[config.mk]
export PLATFORM = sky130hd
export DESIGN_NAME = nibble_add_sched
export DESIGN_NICKNAME = d
export VERILOG_FILES = /design/src/rtl/nibble_add_sched.sv
export SDC_FILE = /design/constraint.sdc
export NUM_CORES = 1
export LEC_CHECK = 0
export CAP_MARGIN = 20
export CELL_PAD_IN_SITES_DETAIL_PLACEMENT = 0
export CELL_PAD_IN_SITES_GLOBAL_PLACEMENT = 2
export CORE_ASPECT_RATIO = 0.75
export CORE_MARGIN = 2
export CORE_UTILIZATION = 28
export CTS_CLUSTER_DIAMETER = 60
export CTS_CLUSTER_SIZE = 14
export DETAILED_ROUTE_END_ITERATION = 10
export GPL_TIMING_DRIVEN = 0
export PLACE_DENSITY = 0.78
export REMOVE_ABC_BUFFERS = 1
export SYNTH_ARGS = -nofsm -noshare
export SYNTH_HDL_FRONTEND = slang
export SYNTH_SLANG_ARGS = --single-unit
export TNS_END_PERCENT = 100
[constraint.sdc]
create_clock -name clk -period 2.44 [get_ports clk]
set_clock_uncertainty 0.2 [all_clocks]
set_input_delay 0.244 -clock clk [delete_from_list [all_inputs] [get_ports clk]]
set_output_delay 0.244 -clock clk [all_outputs]
set_load 0.01 [all_outputs]
[src/rtl/nibble_add_sched.sv]
// Nibble-serial wide adder scheduler: arbitrates two requesters onto one shared
// external 4-bit adder and chains the carry through a register between nibbles.
module nibble_add_sched #(
    parameter int NIBBLES = 4
) (
    input  logic                   clk,
    input  logic                   rst,
    input  logic                   req0_valid,
    output logic                   req0_ready,
    input  logic [4*NIBBLES-1:0]   req0_a,
    input  logic [4*NIBBLES-1:0]   req0_b,
    input  logic                   req0_cin,
    input  logic                   req1_valid,
    output logic                   req1_ready,
    input  logic [4*NIBBLES-1:0]   req1_a,
    input  logic [4*NIBBLES-1:0]   req1_b,
    input  logic                   req1_cin,
    output logic                   rsp_valid,
    input  logic                   rsp_ready,
    output logic                   rsp_id,
    output logic [4*NIBBLES-1:0]   rsp_sum,
    output logic                   rsp_cout,
    output logic                   rsp_ovf,
    output logic [3:0]             add_a,
    output logic [3:0]             add_b,
    output logic                   add_cin,
    input  logic [3:0]             add_sum,
    input  logic                   add_cout
);

    localparam int W  = 4 * NIBBLES;
    localparam int IW = $clog2(NIBBLES);
    localparam logic [IW-1:0] IDX_LAST = IW'(NIBBLES - 1);

    typedef enum logic [1:0] {
        ST_IDLE = 2'd0,
        ST_RUN  = 2'd1,
        ST_DONE = 2'd2
    } state_e;

    // Two's-complement overflow: equal operand signs, differing result sign.
    function automatic logic ovf_f(input logic a_msb, input logic b_msb, input logic s_msb);
        return (a_msb == b_msb) && (s_msb != a_msb);
    endfunction

    state_e          state_q, state_d;
    logic [IW-1:0]   idx_q, idx_d;
    logic            carry_q, carry_d;
    logic            last_grant_q, last_grant_d;
    logic [W-1:0]    a_q, a_d;
    logic [W-1:0]    b_q, b_d;
    logic            id_q, id_d;
    logic [W-1:0]    res_q, res_d;
    logic            rsp_valid_q, rsp_valid_d;
    logic            rsp_id_q, rsp_id_d;
    logic [W-1:0]    rsp_sum_q, rsp_sum_d;
    logic            rsp_cout_q, rsp_cout_d;
    logic            rsp_ovf_q, rsp_ovf_d;

    logic            grant_s;
    logic            accept_s;
    logic [IW+1:0]   nib_sel_s;
    logic [W-1:0]    final_sum_s;

    assign nib_sel_s   = {idx_q, 2'b00};
    assign final_sum_s = {add_sum, res_q[W-5:0]};

    // Round-robin grant; on contention the requester that did not win last goes.
    always_comb begin
        grant_s = 1'b0;
        if (req0_valid && req1_valid) begin
            grant_s = ~last_grant_q;
        end else if (req1_valid) begin
            grant_s = 1'b1;
        end else begin
            grant_s = 1'b0;
        end
    end

    assign req0_ready = (state_q == ST_IDLE) && !rst && (grant_s == 1'b0);
    assign req1_ready = (state_q == ST_IDLE) && !rst && (grant_s == 1'b1);
    assign accept_s   = grant_s ? (req1_valid && req1_ready) : (req0_valid && req0_ready);

    // Sequencer next-state and shared-adder drive.
    always_comb begin
        state_d      = state_q;
        idx_d        = idx_q;
        carry_d      = carry_q;
        last_grant_d = last_grant_q;
        a_d          = a_q;
        b_d          = b_q;
        id_d         = id_q;
        res_d        = res_q;
        rsp_valid_d  = rsp_valid_q;
        rsp_id_d     = rsp_id_q;
        rsp_sum_d    = rsp_sum_q;
        rsp_cout_d   = rsp_cout_q;
        rsp_ovf_d    = rsp_ovf_q;
        add_a        = 4'h0;
        add_b        = 4'h0;
        add_cin      = 1'b0;

        case (state_q)
            ST_IDLE: begin
                if (accept_s) begin
                    a_d          = grant_s ? req1_a : req0_a;
                    b_d          = grant_s ? req1_b : req0_b;
                    carry_d      = grant_s ? req1_cin : req0_cin;
                    id_d         = grant_s;
                    last_grant_d = grant_s;
                    idx_d        = {IW{1'b0}};
                    state_d      = ST_RUN;
                end else begin
                    state_d = ST_IDLE;
                end
            end
            ST_RUN: begin
                add_a                  = a_q[nib_sel_s +: 4];
                add_b                  = b_q[nib_sel_s +: 4];
                add_cin                = carry_q;
                res_d[nib_sel_s +: 4]  = add_sum;
                carry_d                = add_cout;
                if (idx_q == IDX_LAST) begin
                    // Last nibble comes straight from the adder, so the
                    // response is assembled here rather than from res_q.
                    idx_d       = {IW{1'b0}};
                    state_d     = ST_DONE;
                    rsp_valid_d = 1'b1;
                    rsp_id_d    = id_q;
                    rsp_sum_d   = final_sum_s;
                    rsp_cout_d  = add_cout;
                    rsp_ovf_d   = ovf_f(a_q[W-1], b_q[W-1], final_sum_s[W-1]);
                end else begin
                    idx_d = idx_q + IW'(1);
                end
            end
            ST_DONE: begin
                if (rsp_ready) begin
                    rsp_valid_d = 1'b0;
                    state_d     = ST_IDLE;
                end else begin
                    state_d = ST_DONE;
                end
            end
            default: begin
                state_d     = ST_IDLE;
                rsp_valid_d = 1'b0;
            end
        endcase
    end

    // State and datapath registers with synchronous reset.
    always_ff @(posedge clk) begin
        if (rst) begin
            state_q      <= ST_IDLE;
            idx_q        <= {IW{1'b0}};
            carry_q      <= 1'b0;
            last_grant_q <= 1'b1;
            a_q          <= {W{1'b0}};
            b_q          <= {W{1'b0}};
            id_q         <= 1'b0;
            res_q        <= {W{1'b0}};
            rsp_valid_q  <= 1'b0;
            rsp_id_q     <= 1'b0;
            rsp_sum_q    <= {W{1'b0}};
            rsp_cout_q   <= 1'b0;
            rsp_ovf_q    <= 1'b0;
        end else begin
            state_q      <= state_d;
            idx_q        <= idx_d;
            carry_q      <= carry_d;
            last_grant_q <= last_grant_d;
            a_q          <= a_d;
            b_q          <= b_d;
            id_q         <= id_d;
            res_q        <= res_d;
            rsp_valid_q  <= rsp_valid_d;
            rsp_id_q     <= rsp_id_d;
            rsp_sum_q    <= rsp_sum_d;
            rsp_cout_q   <= rsp_cout_d;
            rsp_ovf_q    <= rsp_ovf_d;
        end
    end

    assign rsp_valid = rsp_valid_q;
    assign rsp_id    = rsp_id_q;
    assign rsp_sum   = rsp_sum_q;
    assign rsp_cout  = rsp_cout_q;
    assign rsp_ovf   = rsp_ovf_q;

endmodule

==> out/qor.yml <==
status:
  outcome: "complete, no violations"
logic_synthesis:
  synth_edf_count: 0
  netlist_instances: 346
  synth_common_cells: "nand2_1 (76), dfxtp_1 (71), mux2i_1 (65)"
  ys_seq_area_share_pct: 41.9
  ys_warn_count: 0
  syn-cell-area_um2: 3390
  synth_ff_type: "dfxtp_1"
  yosys.area.top_type: "dfxtp_1"
  ys_seq_elements: 71
  netlist_top_cells_area: "dfxtp_1 (42%), mux2i_1 (19%), nand2_1 (8.4%), mux4_2 (5.3%), a21oi_1 (4.4%)"
  synth_top_area_share_pct: 41.9
  async_reset_ff_share_pct: 0
  synth_cell_types: 39
  yosysMostFrequentCell: "nand2_1"
  syn_avg_cell_area_um2: 9.81
setup_path:
  r2r_cells: 6
  rrSetupSlack_ns: 0.21
  crit_family: "buffers and inverters"
  critPathBufInv: 2
  cp-end-kind: "primary output"
  cp-endpoint: "add_b[0]"
  cp-startpoint: "idx_q[0]$_SDFFE_PP0P_"
  cp_num_cells: 4
  cp-start-kind: "flip-flop"
  critical_path.cell_chain: "buf_12, mux4_2, and2_1, clkdlybuf4s50_1"
  rr_startpoint: "idx_q[0]$_SDFFE_PP0P_"
  arrival_ns: 1.93
  path_class: "reg -> out"
  crit_slowest_cell: "clkdlybuf4s50_1"
  cp.required_ns: 2.00
  worstReg2RegEnd: "rsp_ovf$_SDFFE_PP0P_"
  max_stage_delay_ns: 0.48
  cp_max_fo: 4
routing:
  totalWireLength_um: 8560
  antenna_left: 0
  drc: 0
  drt_iter0_drc: 98
  vias: 2774
  first_pass_iters: 4
  via_per_inst: 4.53
  wl_per_cell_um: 14.0
power_and_ir_drop:
  p_per_area_nw_per_um2: 666
  p_leak_uw: 0.00189
  ir_drop_v: 0.000306
  total_power_uw: 3280
sta:
  fmax_mhz: 422
  hold_viol_final: 0
  final.period_utilization_pct: 97.1
  setup_tns_ns: 0
  fin_crit_ns: 2.37
  setup_viol: 0
  relSlewSlack_pct: 45.6
  slew_viol_final: 0
  worst_pin_slew_ns: 0.817
  rsz0062_at_grt: "false"
cts:
  cts_tree: "done"
  cts.sinks: 71
  clock_latency_ns: 0.33
  cts_max_level: 3
  cts_buffer_depth: 2
  numCtsBuffers: 9
  clkTransAtPathRegs_ns: 0.06
  root_buffer: "clkbuf_16"
placement:
  place_area_um2: 4520
  hpwl_um: 5980
  gp_congestion: 0.690
  io_buffers: 106
grt:
  grt_pass1_vias: 2695
  grt_pass1_wl_um: 14100
  grt_usage_pct: 13.8
  antenna_found_initial: 0
  grt_overflow: 0
  grt_max_degree: 40
run:
  drv_cap: 0
layout:
  nets: 527
  fill_cells: 1138
  layout-drive-gt1-share_pct: 9.53
  final_area_um2: 4920
  syn2layout_area_growth_pct: 45.1
  antennaDiodeCount: 0
floorplan:
  initial_core_util_pct: 29.0
  core_area_um2: 11700
  io_pins: 107
  die_w_um: 131
  core.rowCount: 34
  fp.dieH_um: 99.3
  fp.dieArea_um2: 13000
min_path:
  hp-class: "in -> reg"
  hold_path_startpoint: "rst"
worst min path at each step:
| stage | end | slack, ns | cells past startpoint |
|---|---|---|---|
| after detailed placement | rsp_sum[14]$_SDFFE_PP0P_ | 0.25 | 2 |
| after floorplan | id_q$_SDFFE_PP0P_ | 0.11 | 1 |
| final | res_q[2]$_SDFFE_PP0P_ | 0.13 | 2 |
| after global placement | b_q[11]$_SDFFE_PP0P_ | 0.24 | 2 |
| after CTS | res_q[1]$_SDFFE_PP0P_ | 0.12 | 2 |
| after global routing | res_q[2]$_SDFFE_PP0P_ | 0.14 | 2 |
report_power, final:
part	internal (uW)	leakage (uW)	switching [uW]	total, uW
clock	871	0.000156	473	1340
combinational	354	0.00115	265	619
sequential	1250	0.000583	62.7	1320
per-stage QoR:
| stage | instances | hold WS [ns] | utilization (%) | worst slack (ns) |
|---|---|---|---|---|
| finish | 613 | 0.134 | 42.1 | 0.0696 |
| global route | 613 | 0.141 | 42.1 | 0.00602 |
| CTS | 613 | 0.120 | 42.0 | 0.00180 |
| detailed placement | 591 | 0.247 | 38.6 | -0.886 |
| global placement | 589 | 0.241 | 38.2 | -2.93 |
| floorplan | 321 | 0.113 | - | -1.08 |
kinds of logic after synthesis:
family                   synth area share, %
AO/OA/AOI/OAI                           8.04
adder cells (fa/ha/maj)                 1.84
buffers and inverters                   5.75
flip-flops                              41.9
multiplexers                            24.5
AND/OR/NAND/NOR                         18.0
final cells by class:
cell class	instances	area [um^2]	area share [%]
Multi-Input combinational cell	247	1800	36.5
Sequential cell	71	1430	29.1
Clock inverter	3	40.0	0.813
Tap cell	162	203	4.12
Timing Repair Buffer	114	1170	23.7
Clock buffer	13	270	5.49
Inverter	3	16.3	0.330
state kept, by name (all words and copies together) (netlist names):
register,flops
a_q,16
b_q,16
carry_q,1
id_q,1
idx_q,2
last_grant_q,1
res_q,12
rsp_cout,1
rsp_id,1
rsp_ovf,1
rsp_sum,16
rsp_valid,1
state_q,2
what timing repair did:
action | 4_1_cts | 5_1_grt
buffers inserted | 6 | 0
hold buffers | 0 | 0
setup endpoints to repair | 42 | 7
resized for setup | 11 | 7
placed cells by master, fill, tap and decap left out, types with 5 or more instances in the layout:
cell              n
and2_1            9
buf_4             5
clkdlybuf4s50_1  98
nand2_1          76
ha_1              5
nor2_1           12
a21oi_1          30
clkbuf_16         9
dlymetal6s2s_1    6
mux4_2            8
a32oi_1           6
mux2i_1          65
nand3b_1          5
dfxtp_1          67
worst register-to-register path, stage by stage, from the launching register on:
cell and delay [ns]:
dfxtp_4 0.36, buf_6 0.14, buf_4 0.17, ha_1 0.21
and3b_1 0.71, nor2_1 0.09, a311oi_1 0.25
metal layers:
metal | vias up | track usage [%] | wire [um]
met1 | 1278 | 18.6 | 4390
met2 | 69 | 20.7 | 3590
li1 | 1418 | - | -
met3 | 9 | 4.64 | 477
met4 | 0 | 4.52 | 108
met5 | - | 0 | 0
No activity file was read; power rests on OpenSTA's default activity.
